File: src/rtl/pll_lock_monitor.sv
// pll_lock_monitor: per-channel PLL lock/relock integrity checker; define PLL_LOCK_TIMEOUT_EN to add a WAIT_LOCK timeout
`timescale 1ns/1ps
module pll_lock_monitor #(
  parameter int NUM_CH       = 2,
  parameter int SYNC_STAGES  = 3,
  parameter int MAX_RELOCK   = 0,
  parameter int RELOCK_W     = 4,
  parameter int ERR_CNT_W    = 3,
  parameter int LOCK_TIMEOUT = 100000
) (
  input  logic                 clk_tb,
  input  logic                 rst_n,
  input  logic                 clr,
  input  logic [NUM_CH-1:0]    pll_lock,
  output logic [NUM_CH-1:0]    ch_locked,
  output logic [NUM_CH-1:0]    ch_err,
  output logic                 all_locked,
  output logic                 err_chk,
  output logic [ERR_CNT_W-1:0] results_cnt
);
  typedef enum logic [1:0] {WAIT_LOCK, LOCKED, LOST, FAIL} state_t;
  for (genvar i = 0; i < NUM_CH; i++) begin : g_ch
    logic [SYNC_STAGES-1:0] sync;
    logic [RELOCK_W-1:0] relock_cnt;
    logic lk_s, tmo_hit, relock_max;
    state_t st, st_nxt;
    assign lk_s = sync[SYNC_STAGES-1];
    assign relock_max = relock_cnt == RELOCK_W'(MAX_RELOCK);
    // sync chain deliberately ignores clr so a held lock re-enters LOCKED right after clear
    always_ff @(posedge clk_tb or negedge rst_n)
      if (!rst_n) sync <= '0;
      else sync <= {sync[SYNC_STAGES-2:0], pll_lock[i]};
`ifdef PLL_LOCK_TIMEOUT_EN
    localparam int TW = $clog2(LOCK_TIMEOUT + 1);
    logic [TW-1:0] tmo_cnt;
    assign tmo_hit = tmo_cnt == TW'(LOCK_TIMEOUT - 1);
    always_ff @(posedge clk_tb or negedge rst_n)
      if (!rst_n) tmo_cnt <= '0;
      else tmo_cnt <= (clr || st_nxt != WAIT_LOCK) ? '0 : tmo_cnt + 1'b1;
`else
    assign tmo_hit = 1'b0;
`endif
    always_comb begin
      st_nxt = clr ? WAIT_LOCK
             : st == WAIT_LOCK ? (lk_s ? LOCKED : tmo_hit ? FAIL : WAIT_LOCK)
             : st == LOCKED    ? (lk_s ? LOCKED : LOST)
             : st == LOST      ? (!lk_s ? LOST : relock_max ? FAIL : LOCKED)
             : FAIL;
    end
    always_ff @(posedge clk_tb or negedge rst_n)
      if (!rst_n) begin
        st         <= WAIT_LOCK;
        relock_cnt <= '0;
      end else begin
        st         <= st_nxt;
        relock_cnt <= clr ? '0 : (st == LOST && lk_s && !relock_max) ? relock_cnt + 1'b1 : relock_cnt;
      end
    assign ch_locked[i] = st == LOCKED;
    assign ch_err[i]    = st == LOST || st == FAIL;
  end
  assign all_locked = &ch_locked;
  always_ff @(posedge clk_tb or negedge rst_n)
    if (!rst_n) begin
      err_chk     <= 1'b0;
      results_cnt <= '0;
    end else begin
      err_chk     <= !clr && |ch_err;
      results_cnt <= clr ? '0 : (err_chk && results_cnt != '1) ? results_cnt + 1'b1 : results_cnt;
    end
endmodule

File: config.mk
export PLATFORM = sky130hd
export DESIGN_NAME = pll_lock_monitor
export DESIGN_NICKNAME = d
export VERILOG_FILES = /design/src/rtl/pll_lock_monitor.sv
export SDC_FILE = /design/constraint.sdc
export NUM_CORES = 1
export LEC_CHECK = 0
export CAP_MARGIN = 40
export CORE_AREA = 3 3 62 64
export DETAILED_ROUTE_END_ITERATION = 7
export DIE_AREA = 0 0 65 67
export MAX_ROUTING_LAYER = met4
export PLACE_DENSITY = 0.48
export RECOVER_POWER = 25
export SLEW_MARGIN = 20
export SYNTH_ARGS = -nofsm -noshare
export SYNTH_HDL_FRONTEND = slang
export SYNTH_SLANG_ARGS = --single-unit
File: constraint.sdc
create_clock -name clk_tb -period 2.5 [get_ports clk_tb]
set_input_delay 0.5 -clock clk_tb [delete_from_list [all_inputs] [get_ports clk_tb]]
set_output_delay 0.5 -clock clk_tb [all_outputs]
set_load 0.005 [all_outputs]
==> qor.txt, run 1 <==
core area - 3340 µm²
PwrDens - 570 nW/µm²
ANT cells - 0
fraction of layout instances using a drive strength above 1 - 0.102
routed wire length - 1.76 mm
met3 usage in global routing - 0.0202
Die X - 65 µm
Lkg Pwr - 0.000555 µW
initial core utilization - 0.298
Synth top area share - 0.554
worst-skew pair later-pin latency - 0.31 ns
outcome - finished clean
post-layout power - 698 µW
gpl congestion - 0.733
skew final - 0.00453 ns
WP data required - 2.00 ns
RSZ-0062 raised after global routing - no
Post-CTS Resized - 0
clk sinks - 22
via count - 666
worst-case clock buffer depth - 2
DRC errors left - 0
post-route insts no fill - 154
drt wl/cell - 11.4 µm
Slew @ Worst Pin - 1.21 ns
worst hold slack - 0.367 ns
Crit Path Max Fanout - 6
GRT Overall Usage - 0.0923
Synth area leader - dfrtp_1
M2 GR Usage - 0.134
DR vias/cell - 4.32
WS Path Type - flop to output port
Mapped Avg Cell Area - 10.7 µm²
Final setup viols - 0
Hold Vio Cnt, Final - 0
# Post-CTS Setup Buffers - 0
hold_buf cts - 0
setup_tns - 0 ns
vias in the first global route - 599
largest cells by area after synthesis - dfrtp_1 (55%), ha_1 (7.6%), a21oi_1 (5.0%)
Yosys Warn Count - 0
Detailed Routing Iterations Pass 1 - 2
Num CTS Buffers - 3
Iter 0 DRT Violations - 17
CTS tree - built
Die Span Y - 67 µm
GRT overflow - 0
Worst Path Arrival - 1.62 ns
max cap viols - 0
Placed Cells incl. Taps - 150
fmax - 471 MHz
GR peak layer - met2
met1 Resource Use GR - 0.123
register area share after synthesis - 0.554
worst r2r path cells - 5
Syn Nets - 104
CTS root buf - clkbuf_4
Cell Rows - 21
most frequent cells in the layout - dfrtp_1 (22), nor2_1 (11), a21oi_1 (10), clkdlybuf4s50_1 (10), inv_1 (9)
#FFs+latches synth - 22
Cell variety after synth - 25
Slew headroom - 0.195
commonest non-fill, non-tap cell in the layout - dfrtp_1
DIE AREA - 4360 µm²
Synth Instances - 93
Area Growth Syn to Fin - 23.3%
crit path time final - 2.12 ns
Final HPWL DP - 1.27 mm
Slew Limit Fails - 0
largest net degree at the start of global routing - 23
Post-Syn Area - 993 µm²
first-pass GRT wire length - 2.91 mm
antenna-violating nets left - 0
Ports - 14
CP Launch Type - flop
Port Buffers - 13
H-Tree Depth - 1
VDD IR max - 0.282 mV
Layout Nets - 120
worst min path class - flop to flop
Reg clk slew, reported paths - 0.12 ns
initial antenna violation count - 0
hold depth - 0
CP endpoint kind - output port
crit share post-route - 0.849
# fillers - 352
worst max-delay path, stage by stage, from the launching register on:
cell and delay [ns]:
dfrtp_1 0.47, and2b_2 0.24, and2_1 0.11, clkdlybuf4s50_1 0.50
area by class of cell:
type	instances	area (µm²)	share of cell area
flip-flops and latches	22	551	0.449
multi-input cells	58	389	0.318
repair buffers	15	141	0.115
well taps	46	57.6	0.0470
inverters	9	33.8	0.0276
clock inverters	1	30.0	0.0245
clock buffers	3	22.5	0.0184
cells by family after synthesis:
kind of cell / after synthesis / share of synthesized area
flip-flops: 22 / 0.554
adder cells (fa/ha/maj): 6 / 0.0756
XOR/XNOR: 1 / 0.00882
AND/OR/NAND/NOR: 31 / 0.185
AO/OA/AOI/OAI: 16 / 0.0806
multiplexers: 4 / 0.0416
buffers and inverters: 13 / 0.0542
power breakdown:
group          total, µW  internal, µW  leakage (µW)  switching, µW
Combinational       49.5          25.4      0.000238           24.1
Sequential           375           367      0.000290           8.89
Clock                273           162     0.0000279            111
Total                698           554      0.000555            144
registers in the layout (all words and copies together) (netlist names):
name,flops
err_chk,1
g_ch.relock_cnt,8
g_ch.st,4
g_ch.sync,6
results_cnt,3
Yosys cell counts:
master         instances
dfrtp_1               22
nor2_1                11
a21oi_1               10
inv_1                  9
ha_1                   6
o21ai_0                6
clkbuf_1               3
mux2i_1                3
nand2_1                2
nand3_1                2
nor3_1                 2
nor3b_1                2
or3_2                  2
or4_1                  2
and2_1                 1
and2b_2                1
dlygate4sd1_1          1
mux2_2                 1
nand2b_1               1
nand3b_1               1
nand3b_4               1
nor2b_1                1
or3_1                  1
or3b_2                 1
xor2_1                 1
per-layer routing:
metal	up-vias	wire (µm)
li1	337	-
met1	317	892
met2	8	804
met3	4	42
met4	0	19
met5	-	0
worst paths after layout:
path	from	end	slack (ns)
worst min register to register	g_ch[1].sync[1]	g_ch[1].sync[2]	0.37
worst max register to register	g_ch[1].relock_cnt[0]	g_ch[1].relock_cnt[1]	0.98
min in group asynchronous	rst_n	g_ch[0].relock_cnt[0]	0.94
max in group asynchronous	rst_n	results_cnt[2]	0.85
worst max-delay path	g_ch[1].st[1]	all_locked	0.38
worst min-delay path	g_ch[1].sync[1]	g_ch[1].sync[2]	0.37
metrics by stage:
stage | utilization | setup WS [ns] | area [µm²]
2_1_floorplan | - | 1.11 | 993
6_report | 0.367 | 0.379 | 1220
5_1_grt | 0.367 | 0.280 | 1220
4_1_cts | 0.368 | 0.342 | 1230
3_3_place_gp | 0.352 | 0.721 | 1180
3_5_place_dp | 0.352 | 0.714 | 1180
Power figures use the tool's default switching activity.
==> run 2: changes to the inputs <==
- clock period: 2.5 -> 2.12 ns (I/O delays scaled with it)
==> run 2 against run 1 <==
Net effect:
- non-clock buffer count unchanged
- critical endpoint unchanged
- count of clock-buffer cells in the layout unchanged
- core utilization increased by 0.11 points
- clock skew about the same
- wire length decreased by 2.0%
- largest power group unchanged
==> qor.txt, run 2 (synthesis results as in run 1) <==
WP data required - 1.70 ns (-0.30 ns)
top flop regs - g_ch.relock_cnt x8, g_ch.sync x6, g_ch.st x4
worst hold slack - 0.363 ns (-0.00337 ns)
vias in the first global route - 637 (+6.3%)
core area - 3340 µm² (unchanged)
clk sinks - 22 (unchanged)
CP Launch Type - flop
DR vias/cell - 4.38 (+1.4%)
via count - 675 (+1.4%)
pre-CTS setup slack - 0.420 ns (-0.294 ns)
skew final - 0.00451 ns (-0.0000202 ns)
setup ws final - 0.0928 ns (-0.286 ns)
Die Span Y - 67 µm (unchanged)
Hold Vio Cnt, Final - 0 (unchanged)
met1 Resource Use GR - 0.115 (-0.00862)
Port Buffers - 13 (unchanged)
routed wire length - 1.72 mm (-2.0%)
Placed Cells incl. Taps - 150 (unchanged)
Num CTS Buffers - 3 (unchanged)
crit share post-route - 0.956
fraction of layout instances using a drive strength above 1 - 0.120 (+0.0185)
post-route insts no fill - 154 (unchanged)
VDD IR max - 0.487 mV (+73%)
Worst Path Arrival - 1.60 ns (-0.02 ns)
Crit Path Max Fanout - 6 (unchanged)
initial core utilization - 0.298 (unchanged)
DIE AREA - 4360 µm² (unchanged)
ANT cells - 0 (unchanged)
outcome - finished clean
Ports - 14 (unchanged)
first-pass GRT wire length - 3.00 mm (+3.1%)
worst min path class - flop to flop
GRT Overall Usage - 0.0933 (+0.000941)
DRC errors left - 0 (unchanged)
worst-skew pair later-pin latency - 0.31 ns (about the same)
Die X - 65 µm (unchanged)
largest net degree at the start of global routing - 23 (unchanged)
final core utilization - 0.368 (+0.00112)
# fillers - 354 (+0.57%)
Slew Limit Fails - 0 (unchanged)
worst-case clock buffer depth - 2 (unchanged)
PwrDens - 668 nW/µm² (+17%)
Slew @ Worst Pin - 1.20 ns (-0.00602 ns)
max reg flops - 8 (unchanged)
antenna-violating nets left - 0 (unchanged)
Detailed Routing Iterations Pass 1 - 2 (unchanged)
crit path time final - 2.03 ns
Cell Rows - 21 (unchanged)
gpl congestion - 0.747 (+1.9%)
Final HPWL DP - 1.25 mm (-1.1%)
Layout Nets - 120 (unchanged)
CP endpoint kind - output port
Final setup viols - 0 (unchanged)
# Post-CTS Setup Buffers - 0 (unchanged)
CTS root buf - clkbuf_4
commonest non-fill, non-tap cell in the layout - dfrtp_1
most frequent cells in the layout - dfrtp_1 (21), nor2_1 (11), a21oi_1 (10), clkdlybuf4s50_1 (10), inv_1 (9)
Slew headroom - 0.199 (+0.00401)
H-Tree Depth - 1 (unchanged)
GR peak layer - met2
M2 GR Usage - 0.143 (+0.00894)
setup_tns - 0 ns (unchanged)
max cap viols - 0 (unchanged)
initial antenna violation count - 0 (unchanged)
met3 usage in global routing - 0.0371 (+0.0169)
Area Growth Syn to Fin - 23.7%
Iter 0 DRT Violations - 15 (-2)
CTS tree - built
Reg clk slew, reported paths - 0.12 ns (about the same)
RSZ-0062 raised after global routing - no
GRT overflow - 0 (unchanged)
drt wl/cell - 11.2 µm (-2.0%)
WS Path Type - flop to output port
fmax - 493 MHz
Lkg Pwr - 0.000554 µW (-0.18%)
Top reg by flops - g_ch.relock_cnt
[run 2: final cells by class]
type                            count  area [µm²]  area share
Sequential cell                    22         552       0.449
Clock buffer                        3        22.5      0.0183
Timing Repair Buffer               15         141       0.115
Clock inverter                      1        30.0      0.0244
Multi-Input combinational cell     58         392       0.319
Inverter                            9        33.8      0.0275
Tap cell                           46        57.6      0.0468
[run 2: path summary, 6_finish.rpt]
| path | depth (start not counted) | to | startpoint | slack, ns |
|---|---|---|---|---|
| max | 3 | all_locked | g_ch[1].st[1] | 0.09 |
| min | 0 | g_ch[0].sync[2] | g_ch[0].sync[1] | 0.36 |
| max reg2reg | 5 | g_ch[1].relock_cnt[1] | g_ch[1].relock_cnt[0] | 0.59 |
| min reg2reg | 0 | g_ch[0].sync[2] | g_ch[0].sync[1] | 0.36 |
| max in group asynchronous | 2 | g_ch[1].st[1] | rst_n | 0.47 |
| min in group asynchronous | 2 | g_ch[0].relock_cnt[0] | rst_n | 0.86 |
[run 2: worst max-delay path, cell delays in order, from the launching register on]
cell and delay [ns]:
dfrtp_2 0.47, and2b_2 0.22, and2_1 0.11, clkdlybuf4s50_1 0.49
[run 2: per-stage QoR]
stage                     area [µm²]  total power (µW)
after floorplan                  993               474
after global placement          1180               512
after detailed placement        1180               513
after global routing            1230               859
final                           1230               821
after CTS                       1230               837
[run 2: per-layer routing]
layer  part of all wire  routed length [µm]
met3              0.045                  78
met5                  0                   0
met4              0.012                  21
met1               0.48                 830
met2               0.46                 792
[run 2: timing repair]
item | CTS | global route
setup endpoints to repair | 0 | 1
resized for setup | 0 | 2
hold buffers | 0 | 0
[run 2: power breakdown]
group,internal [µW],switching [µW]
sequential,432,10.5
combinational,30.3,28.2
clock,191,128
total,654,167
